**src/rtl/hazard_if.sv**
```systemverilog
// Hazard/stall control bundle between the pipeline datapath and the
// hazard stall controller. The pipeline drives the hazard sources; the
// controller drives the stage enables, bubbles, flush and counters.
interface hazard_if #(
  parameter int CNT_W = 16
);
  logic             IDEXmemRead;
  logic             IDEXregWr;
  logic [4:0]       IDEXrt;
  logic [4:0]       IDEXrd;
  logic             EXMEMmemRead;
  logic [4:0]       EXMEMrd;
  logic [4:0]       IFIDrs;
  logic [4:0]       IFIDrt;
  logic             IFIDusesRt;
  logic             branch;
  logic             branchTaken;
  logic             jump;
  logic             mdStart;
  logic             pcWrite;
  logic             IFIDwrite;
  logic             IFIDflush;
  logic             IDEXbubble;
  logic             IDEXhold;
  logic             EXMEMbubble;
  logic             mdBusy;
  logic [CNT_W-1:0] stallCnt;
  logic [CNT_W-1:0] flushCnt;

  modport master (
    output IDEXmemRead, IDEXregWr, IDEXrt, IDEXrd, EXMEMmemRead, EXMEMrd,
           IFIDrs, IFIDrt, IFIDusesRt, branch, branchTaken, jump, mdStart,
    input  pcWrite, IFIDwrite, IFIDflush, IDEXbubble, IDEXhold, EXMEMbubble,
           mdBusy, stallCnt, flushCnt
  );

  modport slave (
    input  IDEXmemRead, IDEXregWr, IDEXrt, IDEXrd, EXMEMmemRead, EXMEMrd,
           IFIDrs, IFIDrt, IFIDusesRt, branch, branchTaken, jump, mdStart,
    output pcWrite, IFIDwrite, IFIDflush, IDEXbubble, IDEXhold, EXMEMbubble,
           mdBusy, stallCnt, flushCnt
  );
endinterface

```
**src/rtl/hazard_stall_controller.sv**
```systemverilog
// Pipeline sequencing controller for the 5-stage MIPS core. Detects
// load-use and branch-in-ID hazards, holds EX for multi-cycle mul/div,
// flushes IF/ID on taken branches/jumps and counts stall/flush cycles.
module hazard_stall_controller #(
  parameter int MD_LATENCY = 4,
  parameter int CNT_W      = 16
) (
  input logic     clk,
  input logic     rst,
  hazard_if.slave bus
);

  localparam logic [1:0] RUN     = 2'd0;
  localparam logic [1:0] BR_WAIT = 2'd1;
  localparam logic [1:0] MD_WAIT = 2'd2;

  // mdCnt only needs to reach MD_LATENCY-2; the RUN entry cycle and the
  // final mdCnt==0 cycle make up the rest of the hold.
  localparam int MDC_W = (MD_LATENCY > 2) ? $clog2(MD_LATENCY - 1) : 1;
  localparam logic [MDC_W-1:0] MD_INIT = MDC_W'(MD_LATENCY - 2);

  logic [1:0]       state, state_nxt;
  logic [MDC_W-1:0] md_cnt, md_cnt_nxt;
  logic [CNT_W-1:0] stall_cnt, flush_cnt;

  logic pc_write, ifid_write, ifid_flush, idex_bubble;
  logic idex_hold, exmem_bubble, md_busy;
  logic lu, ba, bl, bm;

  // Saturating increment: the counters stick at all-ones.
  function automatic logic [CNT_W-1:0] sat_inc(input logic [CNT_W-1:0] v);
    return (&v) ? v : v + 1'b1;
  endfunction

  // Register-equality test that never matches on $zero.
  function automatic logic reg_match(input logic [4:0] a, input logic [4:0] b);
    return (a != 5'd0) && (a == b);
  endfunction

  // Hazard terms seen by the instruction sitting in ID.
  always_comb begin
    lu = bus.IDEXmemRead &&
         (reg_match(bus.IDEXrt, bus.IFIDrs) ||
          (bus.IFIDusesRt && reg_match(bus.IDEXrt, bus.IFIDrt)));
    ba = bus.branch && bus.IDEXregWr && !bus.IDEXmemRead &&
         (reg_match(bus.IDEXrd, bus.IFIDrs) || reg_match(bus.IDEXrd, bus.IFIDrt));
    bl = bus.branch && bus.IDEXmemRead &&
         (reg_match(bus.IDEXrt, bus.IFIDrs) || reg_match(bus.IDEXrt, bus.IFIDrt));
    bm = bus.branch && bus.EXMEMmemRead &&
         (reg_match(bus.EXMEMrd, bus.IFIDrs) || reg_match(bus.EXMEMrd, bus.IFIDrt));
  end

  // Next-state and output decode; outputs are Mealy from state plus hazards.
  always_comb begin
    pc_write     = 1'b1;
    ifid_write   = 1'b1;
    ifid_flush   = 1'b0;
    idex_bubble  = 1'b0;
    idex_hold    = 1'b0;
    exmem_bubble = 1'b0;
    md_busy      = 1'b0;
    state_nxt    = state;
    md_cnt_nxt   = md_cnt;
    case (state)
      RUN: begin
        if (bus.mdStart) begin
          pc_write     = 1'b0;
          ifid_write   = 1'b0;
          idex_hold    = 1'b1;
          exmem_bubble = 1'b1;
          state_nxt    = MD_WAIT;
          md_cnt_nxt   = MD_INIT;
        end else if (bl) begin
          pc_write    = 1'b0;
          ifid_write  = 1'b0;
          idex_bubble = 1'b1;
          state_nxt   = BR_WAIT;
        end else if (lu || ba || bm) begin
          pc_write    = 1'b0;
          ifid_write  = 1'b0;
          idex_bubble = 1'b1;
        end else if ((bus.branch && bus.branchTaken) || bus.jump) begin
          ifid_flush = 1'b1;
        end
      end
      BR_WAIT: begin
        // Load result reaches MEM only now; second stall is unconditional.
        pc_write    = 1'b0;
        ifid_write  = 1'b0;
        idex_bubble = 1'b1;
        state_nxt   = RUN;
      end
      MD_WAIT: begin
        // Flush is deferred: a waiting taken branch re-evaluates in RUN.
        pc_write     = 1'b0;
        ifid_write   = 1'b0;
        idex_hold    = 1'b1;
        exmem_bubble = 1'b1;
        md_busy      = 1'b1;
        if (md_cnt == '0) begin
          state_nxt = RUN;
        end else begin
          md_cnt_nxt = md_cnt - 1'b1;
        end
      end
      default: begin
        state_nxt  = RUN;
        md_cnt_nxt = '0;
      end
    endcase
  end

  // FSM state and mul/div countdown.
  always_ff @(posedge clk or posedge rst) begin
    if (rst) begin
      state  <= RUN;
      md_cnt <= '0;
    end else begin
      state  <= state_nxt;
      md_cnt <= md_cnt_nxt;
    end
  end

  // Saturating performance counters for stall and flush cycles.
  always_ff @(posedge clk or posedge rst) begin
    if (rst) begin
      stall_cnt <= '0;
      flush_cnt <= '0;
    end else begin
      if (!pc_write) stall_cnt <= sat_inc(stall_cnt);
      if (ifid_flush) flush_cnt <= sat_inc(flush_cnt);
    end
  end

  assign bus.pcWrite     = pc_write;
  assign bus.IFIDwrite   = ifid_write;
  assign bus.IFIDflush   = ifid_flush;
  assign bus.IDEXbubble  = idex_bubble;
  assign bus.IDEXhold    = idex_hold;
  assign bus.EXMEMbubble = exmem_bubble;
  assign bus.mdBusy      = md_busy;
  assign bus.stallCnt    = stall_cnt;
  assign bus.flushCnt    = flush_cnt;

endmodule

```
**src/flat_wrapper.sv**
```systemverilog
// flat-port wrapper written by rule: the top's interface ports become plain ports
module hazard_stall_controller_flat 
#(
  parameter int MD_LATENCY = 4,
  parameter int CNT_W      = 16
)
  (clk, rst, bus_IDEXmemRead, bus_IDEXregWr, bus_IDEXrt, bus_IDEXrd, bus_EXMEMmemRead, bus_EXMEMrd, bus_IFIDrs, bus_IFIDrt, bus_IFIDusesRt, bus_branch, bus_branchTaken, bus_jump, bus_mdStart, bus_pcWrite, bus_IFIDwrite, bus_IFIDflush, bus_IDEXbubble, bus_IDEXhold, bus_EXMEMbubble, bus_mdBusy, bus_stallCnt, bus_flushCnt);
  hazard_if #(.CNT_W(CNT_W)) bus_i ();
  input logic clk;
  input logic rst;
  input wire logic [$bits(bus_i.IDEXmemRead)-1:0] bus_IDEXmemRead;
  input wire logic [$bits(bus_i.IDEXregWr)-1:0] bus_IDEXregWr;
  input wire logic [$bits(bus_i.IDEXrt)-1:0] bus_IDEXrt;
  input wire logic [$bits(bus_i.IDEXrd)-1:0] bus_IDEXrd;
  input wire logic [$bits(bus_i.EXMEMmemRead)-1:0] bus_EXMEMmemRead;
  input wire logic [$bits(bus_i.EXMEMrd)-1:0] bus_EXMEMrd;
  input wire logic [$bits(bus_i.IFIDrs)-1:0] bus_IFIDrs;
  input wire logic [$bits(bus_i.IFIDrt)-1:0] bus_IFIDrt;
  input wire logic [$bits(bus_i.IFIDusesRt)-1:0] bus_IFIDusesRt;
  input wire logic [$bits(bus_i.branch)-1:0] bus_branch;
  input wire logic [$bits(bus_i.branchTaken)-1:0] bus_branchTaken;
  input wire logic [$bits(bus_i.jump)-1:0] bus_jump;
  input wire logic [$bits(bus_i.mdStart)-1:0] bus_mdStart;
  output wire logic [$bits(bus_i.pcWrite)-1:0] bus_pcWrite;
  output wire logic [$bits(bus_i.IFIDwrite)-1:0] bus_IFIDwrite;
  output wire logic [$bits(bus_i.IFIDflush)-1:0] bus_IFIDflush;
  output wire logic [$bits(bus_i.IDEXbubble)-1:0] bus_IDEXbubble;
  output wire logic [$bits(bus_i.IDEXhold)-1:0] bus_IDEXhold;
  output wire logic [$bits(bus_i.EXMEMbubble)-1:0] bus_EXMEMbubble;
  output wire logic [$bits(bus_i.mdBusy)-1:0] bus_mdBusy;
  output wire logic [$bits(bus_i.stallCnt)-1:0] bus_stallCnt;
  output wire logic [$bits(bus_i.flushCnt)-1:0] bus_flushCnt;
  assign bus_i.IDEXmemRead = bus_IDEXmemRead;
  assign bus_i.IDEXregWr = bus_IDEXregWr;
  assign bus_i.IDEXrt = bus_IDEXrt;
  assign bus_i.IDEXrd = bus_IDEXrd;
  assign bus_i.EXMEMmemRead = bus_EXMEMmemRead;
  assign bus_i.EXMEMrd = bus_EXMEMrd;
  assign bus_i.IFIDrs = bus_IFIDrs;
  assign bus_i.IFIDrt = bus_IFIDrt;
  assign bus_i.IFIDusesRt = bus_IFIDusesRt;
  assign bus_i.branch = bus_branch;
  assign bus_i.branchTaken = bus_branchTaken;
  assign bus_i.jump = bus_jump;
  assign bus_i.mdStart = bus_mdStart;
  assign bus_pcWrite = bus_i.pcWrite;
  assign bus_IFIDwrite = bus_i.IFIDwrite;
  assign bus_IFIDflush = bus_i.IFIDflush;
  assign bus_IDEXbubble = bus_i.IDEXbubble;
  assign bus_IDEXhold = bus_i.IDEXhold;
  assign bus_EXMEMbubble = bus_i.EXMEMbubble;
  assign bus_mdBusy = bus_i.mdBusy;
  assign bus_stallCnt = bus_i.stallCnt;
  assign bus_flushCnt = bus_i.flushCnt;
  hazard_stall_controller #(.MD_LATENCY(MD_LATENCY), .CNT_W(CNT_W)) u_core (.clk(clk), .rst(rst), .bus(bus_i));
endmodule
```
**config.mk**
```make
export PLATFORM = sky130hd
export DESIGN_NAME = hazard_stall_controller_flat
export DESIGN_NICKNAME = d
export VERILOG_FILES = /design/src/rtl/hazard_if.sv /design/src/rtl/hazard_stall_controller.sv /design/src/flat_wrapper.sv
export SDC_FILE = /design/constraint.sdc
export NUM_CORES = 1
export LEC_CHECK = 0
export BUFFER_PORTS_ARGS = -buffer_cell sky130_fd_sc_hd__buf_2
export CAP_MARGIN = 40
export CORE_UTILIZATION = 40
export DETAILED_ROUTE_END_ITERATION = 16
export GPL_TIMING_DRIVEN = 1
export PLACE_DENSITY_LB_ADDON = 0.05
export RECOVER_POWER = 50
export SLEW_MARGIN = 20
export SYNTH_ARGS = -nofsm -noshare
export SYNTH_HDL_FRONTEND = slang
export SYNTH_SLANG_ARGS = --single-unit
```
**constraint.sdc**
```tcl
create_clock -name clk -period 2.35 [get_ports clk]
set_input_delay 0.1175 -clock clk [delete_from_list [all_inputs] [get_ports clk]]
set_output_delay 0.1175 -clock clk [all_outputs]
set_load 0.01 [all_outputs]
```
==> metrics.txt, run 1 <==
Setup Skew=0.004965 ns; Placement Cell Area=2823 sq um; std cell rows=27; Post-synth EDFFs=0; global-route wire length before repair=8804 um; largest net degree at the start of global routing=37; fin area=2884 sq um; Max Fclk=0.4924 GHz; sequential share of the synthesized area=0.3856; status=finished clean; Worst Setup EP=u_core.bus.stallCnt[14]$_DFFE_PP0P_; CTS tree=done; Post-synth ARST share=1.000; Final Power=0.002332 W; DRC=0; r2r endpoint=u_core.bus.stallCnt[14]$_DFFE_PP0P_; cell with the largest stage delay on the worst path=dfrtp_1; RSZ-0062 raised after global routing=false; io pins=74; WL/cell=13.26 um; Synth top cells by count=xor2_1 (44), dfrtp_1 (36), xnor2_1 (16); top_reg_cell synth=dfrtp_1; Setup TNS=0 ns; final hold violations=0; reg-to-reg setup timing slack=0.32 ns; Crit path required time=2.56 ns; clock latency at the later pin of the worst-skew pair=0.28 ns; Die Area=6150 sq um; Final Instance Count excl. Fillers=385; number of port buffers=73; Synth area leaders=dfrtp_1 (39%), xor2_1 (16%), xnor2_1 (6.0%), ha_1 (3.2%), nor4_2 (3.2%); Clock Tree Buf Depth=2; slowest stage delay, CP=0.42 ns; Max Slew Vio Count=0; Mapped Cells=231; via count=1,939; vias in the first global route=1,872; remaining global-route overflow=0; CTS resizes=0; critical path type=reg -> reg; top cell type by total area after synthesis=dfrtp_1; Yosys cell types=41; CORE AREA=5574 sq um; crit path cell chain=nand3_1 > nor2_1 > and3_1 > nand2_1 > or3_1 > nor4b_1 > xor2_1; DP HPWL=3952 um; CTS Buf Count=5; R2R Path Start=u_core.bus.stallCnt[4]$_DFFE_PP0P_; CP Launch Point=u_core.bus.stallCnt[4]$_DFFE_PP0P_; detailed-router iteration count before antenna repair=4; most common cell in the netlist=xor2_1; Hold Startpoint=bus_mdStart; crit share post-route=0.8642; Yosys top cell area share=0.3856; setup violators final=0; area growth from synthesis to layout=23.46%; Worst-path clk slew=0.07 ns; Tightest Pin Transition=0.9078 ns; Syn Area/Cell=10.11 sq um; total global-route track usage=0.1806; Hold Path Stages=2; root buf cell=clkbuf_8; Worst Setup End Kind=flop; clock sinks=36; R2R depth=7; fraction of layout cells with a size suffix above 1=0.2684; Max-Cap Viols=0; Power Density=808.5 nW/um^2; Startpoint Class=flop; total wire length=5106 um; Peak supply drop=411.7 uV; antenna diode count=0; HP Class=in -> reg; final antenna-violating net count=0; gp weighted congestion=0.7982; DR iter-0 viols=45; placed cells=377; Die Y=78.42 um; final hold slack=0.1306 ns; nets=354; initial antenna violation count=0; Slew HR=0.3948; fin crit period=2.031 ns; CP max FO=5; synthesis-stage register bit count=36; Data arrival, critical path=2.24 ns; LEAKAGE=1.267 nW; Ys Warns=0; Vias per Instance=5.036; Post-Syn Nets=272; Initial Util=0.4191; depth of the CTS H-tree=2; Mapped Area=2336 sq um; Die W=78.42 um
## cell type report
type,instances,area [sq um]
Clock inverter,1,5.005
Multi-Input combinational cell,180,1359
Clock buffer,6,72.57
Inverter,10,37.54
Tap cell,72,90.09
Sequential cell,36,900.9
Timing Repair Buffer,80,419.2
Fill cell,572,2690
## metrics by stage
step | setup WS, ns | utilization
global placement | 0.3643 | 0.5064
floorplan | 0.4673 | -
detailed placement | 0.3543 | 0.5064
global route | 0.05349 | 0.5174
finish | 0.3192 | 0.5174
CTS | 0.2923 | 0.5221
## placed cells by master, fill, tap and decap left out, types with 2 or more instances in the layout
cell type | netlist | final
or4_1 | 4 | 4
a211oi_1 | 2 | 2
nand2b_1 | 3 | 3
inv_1 | 10 | 10
nor4_1 | 2 | 2
nor3_2 | 3 | 3
nor4b_1 | 4 | 4
nand4_1 | 10 | 10
xnor2_1 | 16 | 16
nand3_1 | 11 | 11
and3_1 | 4 | 4
clkbuf_1 | 0 | 20
nand2_1 | 13 | 13
nor4_2 | 6 | 6
clkbuf_8 | 0 | 5
a21oi_1 | 4 | 4
buf_4 | 3 | 3
nor3_1 | 9 | 9
o21ai_0 | 4 | 4
dfrtp_1 | 36 | 36
buf_12 | 0 | 2
nor2_1 | 15 | 15
ha_1 | 6 | 6
buf_2 | 1 | 54
xor2_1 | 44 | 44
a22oi_1 | 2 | 2
o211ai_1 | 2 | 2
## where the power goes
part           internal [W]  switching (W)
combinational      0.000439       0.000547
clock              0.000202       0.000216
sequential         0.000768       0.000160
total               0.00141       0.000923
## critical path, delay by kind of cell, from the launching register on
family        cells  cell delay (ns)
flops             1             0.42
simple gates      6             1.36
xor+xnor          1             0.18
## metal layers
metal  GRT usage  wire (um)  up-vias
met5           0          0        -
met4     0.05000         53        0
met3     0.04186        282        6
met2      0.2825       2231       64
met1      0.2491       2539      890
li1            -          -      979
## state kept, by name, summed over array words and instances, names as in the netlist
| register | count |
|---|---|
| u_core.state | 2 |
| u_core.bus.stallCnt | 16 |
| u_core.md_cnt | 2 |
| u_core.bus.flushCnt | 16 |
## worst min-delay path by stage
| stage | endpoint |
|---|---|
| 5_1_grt | u_core.state[1]$_DFFE_PP0P_ |
| 6_report | u_core.state[1]$_DFFE_PP0P_ |
| 2_1_floorplan | u_core.bus.flushCnt[0]$_DFFE_PP0P_ |
| 3_5_place_dp | u_core.md_cnt[1]$_DFFE_PP0P_ |
| 3_3_place_gp | u_core.md_cnt[1]$_DFFE_PP0P_ |
| 4_1_cts | u_core.state[1]$_DFFE_PP0P_ |
## cells by family (layout without fill, tap and decap cells)
group,after synthesis,count (layout),synth area share
flip-flops,36,36,0.3856
AND/OR/NAND/NOR,90,90,0.2394
XOR/XNOR,60,60,0.2250
multiplexers,2,2,0.01125
buffers and inverters,15,97,0.03267
AO/OA/AOI/OAI,22,22,0.07391
adder cells (fa/ha/maj),6,6,0.03214
## what timing repair did
action,CTS,global route
hold endpoints to repair,36,0
buffers inserted,0,0
hold buffers,1,0
Note: power is estimated with default switching activity, not from simulation.
==> run 2: changes to the inputs <==
--- a/config.mk
+++ b/config.mk
@@ -7,7 +7,9 @@
 export LEC_CHECK = 0
 export BUFFER_PORTS_ARGS = -buffer_cell sky130_fd_sc_hd__buf_2
 export CAP_MARGIN = 40
-export CORE_UTILIZATION = 40
+export CELL_PAD_IN_SITES_DETAIL_PLACEMENT = 0
+export CELL_PAD_IN_SITES_GLOBAL_PLACEMENT = 1
+export CORE_UTILIZATION = 38
 export DETAILED_ROUTE_END_ITERATION = 16
 export GPL_TIMING_DRIVEN = 1
 export PLACE_DENSITY_LB_ADDON = 0.05
==> run 2 against run 1 <==
Count of clock-buffer cells in the layout did not move. Combinational power decreased by 2%. Die area is 5.1% higher. Critical path depth unchanged. Wire length increased by 1.2%. Final area rose by 0.30%. First-iteration DRC count up 56%. Critical endpoint unchanged. Largest power group unchanged. Highest routed layer unchanged.
==> metrics.txt, run 2 (synthesis results as in run 1) <==
status=finished clean; global-route wire length before repair=8735 um (-0.78%); total wire length=5167 um (+1.2%); Setup Skew=0.007837 ns (+0.002872 ns); Worst Setup EP=u_core.bus.stallCnt[14]$_DFFE_PP0P_; CP max FO=5 (unchanged); initial antenna violation count=0 (unchanged); Peak supply drop=457.9 uV (+11%); vias in the first global route=1,879 (+0.37%); nets=354 (unchanged); Die Area=6465 sq um (+5.1%); Worst-path clk slew=0.08 ns (about the same); commonest non-fill, non-tap cell in the layout=buf_2; Seq pwr share=0.382 (-0.016); Power Density=845.7 nW/um^2 (+4.6%); postcts setup bufs=0 (unchanged); WL/cell=13.28 um (+0.15%); clock sinks=36 (unchanged); Die W=80.41 um (+2.5%); fillers=580 (+1.4%); std cell rows=28 (+3.7%); final antenna-violating net count=0 (unchanged); fraction of layout cells with a size suffix above 1=0.2707 (+0.002330); Slew HR=0.3872 (-0.007586); critical path type=reg -> reg; Setup TNS=0 ns (unchanged); DRC=0 (unchanged); Data arrival, critical path=2.24 ns (about the same); CTS Buf Count=5 (unchanged); Max Slew Vio Count=0 (unchanged); detailed-router iteration count before antenna repair=4 (unchanged); antenna diode count=0 (unchanged); io pins=74 (unchanged); DR iter-0 viols=70 (+56%); fin crit period=2.027 ns (-0.003790 ns); Sw Share=0.3824 (-0.01337); reg-to-reg setup timing slack=0.32 ns (about the same); Cell Int Power=0.001511 W (+7.2%); R2R Path Start=u_core.bus.stallCnt[4]$_DFFE_PP0P_; Comb pwr share=0.397 (-0.026); Max Fclk=0.4933 GHz (+0.19%); CTS resizes=0 (unchanged); clock power share=0.221 (+0.042); root buf cell=clkbuf_8; depth of the CTS H-tree=2 (unchanged); Final Instance Count excl. Fillers=389 (+1.0%); Startpoint Class=flop; Vias per Instance=5.026 (-0.21%); final hold violations=0 (unchanged); total global-route track usage=0.1752 (-0.005461); number of port buffers=73 (unchanged); R2R depth=7 (unchanged); placed cells=380 (+0.80%); Clock Tree Buf Depth=2 (unchanged); Max-Cap Viols=0 (unchanged); RSZ-0062 raised after global routing=false; LEAKAGE=1.266 nW (about the same); Crit path required time=2.57 ns (about the same); Initial Util=0.3945 (-0.02453); crit share post-route=0.8626 (-0.001613); DP HPWL=4048 um (+2.4%); Worst Setup End Kind=flop; commonest non-fill, non-tap cells in the layout=buf_2 (54), xor2_1 (44), dfrtp_1 (36), clkbuf_1 (20), xnor2_1 (16); clock latency at the later pin of the worst-skew pair=0.29 ns (about the same); CP Launch Point=u_core.bus.stallCnt[4]$_DFFE_PP0P_; Net Switching=0.0009355 W (+1.4%); CORE AREA=5921 sq um (+6.2%); Tightest Pin Transition=0.9191 ns (+0.01138 ns); setup violators final=0 (unchanged); remaining global-route overflow=0 (unchanged); gp weighted congestion=0.8139 (+2.0%); CTS tree=done; r2r endpoint=u_core.bus.stallCnt[14]$_DFFE_PP0P_; area growth from synthesis to layout=23.83%; HP Class=in -> reg; via count=1,955 (+0.83%); largest net degree at the start of global routing=37 (unchanged); Die Y=80.41 um (+2.5%); # hold bufs at CTS=1 (unchanged)
run 2: cell count changes in the layout (fill, tap and decap cells not counted), sizes merged:
cell / change
bufinv: +1
run 2: power groups by stage:
stage | clock network, W | logic (W) | registers, W
after floorplan | 0 | 0.000630 | 0.000970
after global placement | 0 | 0.000993 | 0.000944
after detailed placement | 0 | 0.000999 | 0.000949
after CTS | 0.000555 | 0.00100 | 0.000938
after global routing | 0.000595 | 0.00110 | 0.000965
final | 0.000541 | 0.000971 | 0.000935
run 2: final cells by class:
class / count / area (sq um) / area share
multi-input combinational: 180 / 1359 / 0.4697
sequential: 36 / 900.9 / 0.3114
timing repair buffer: 80 / 394.1 / 0.1362
tap: 75 / 93.84 / 0.03244
clock buffer: 6 / 72.57 / 0.02509
inverter: 10 / 37.54 / 0.01298
clock inverter: 2 / 35.03 / 0.01211
run 2: worst min-delay path by stage:
stage                      from                                  to  slack (ns)  depth (start not counted)
finish              bus_mdStart         u_core.state[1]$_DFFE_PP0P_        0.13                          2
detailed placement          rst         u_core.state[1]$_DFFE_PP0P_        0.26                          3
floorplan                   rst  u_core.bus.flushCnt[0]$_DFFE_PP0P_        0.28                          1
global placement            rst         u_core.state[1]$_DFFE_PP0P_        0.26                          3
global route        bus_mdStart         u_core.state[1]$_DFFE_PP0P_        0.14                          2
CTS                 bus_mdStart         u_core.state[1]$_DFFE_PP0P_        0.13                          2
run 2: through the flow:
step / hold WS [ns] / area, sq um / util / worst slack, ns / total power (W)
after floorplan: 0.2845 / 2336 / - / 0.4673 / 0.001599
after global placement: 0.2578 / 2801 / 0.4732 / 0.3190 / 0.001937
after detailed placement: 0.2599 / 2801 / 0.4732 / 0.2602 / 0.001948
after CTS: 0.1293 / 2919 / 0.4930 / 0.3089 / 0.002496
after global routing: 0.1376 / 2893 / 0.4886 / 0.09617 / 0.002656
final: 0.1292 / 2893 / 0.4886 / 0.3230 / 0.002446
run 2: routing by layer:
| metal | track usage | vias to the layer above | part of all wire |
|---|---|---|---|
| li1 | - | 977 | - |
| met1 | 0.2408 | 913 | 0.47 |
| met2 | 0.2763 | 60 | 0.47 |
| met3 | 0.03636 | 5 | 0.055 |
| met4 | 0.04821 | 0 | 0.0075 |
| met5 | 0 | - | 0 |
run 2: worst max-delay path, cell delays in order, from the launching register on:
cell and delay, ns:
dfrtp_1 0.42, nand3_1 0.13, nor2_1 0.19, and3_1 0.22, nand2_1 0.09, or3_1 0.41
nor4b_1 0.34, xor2_1 0.17
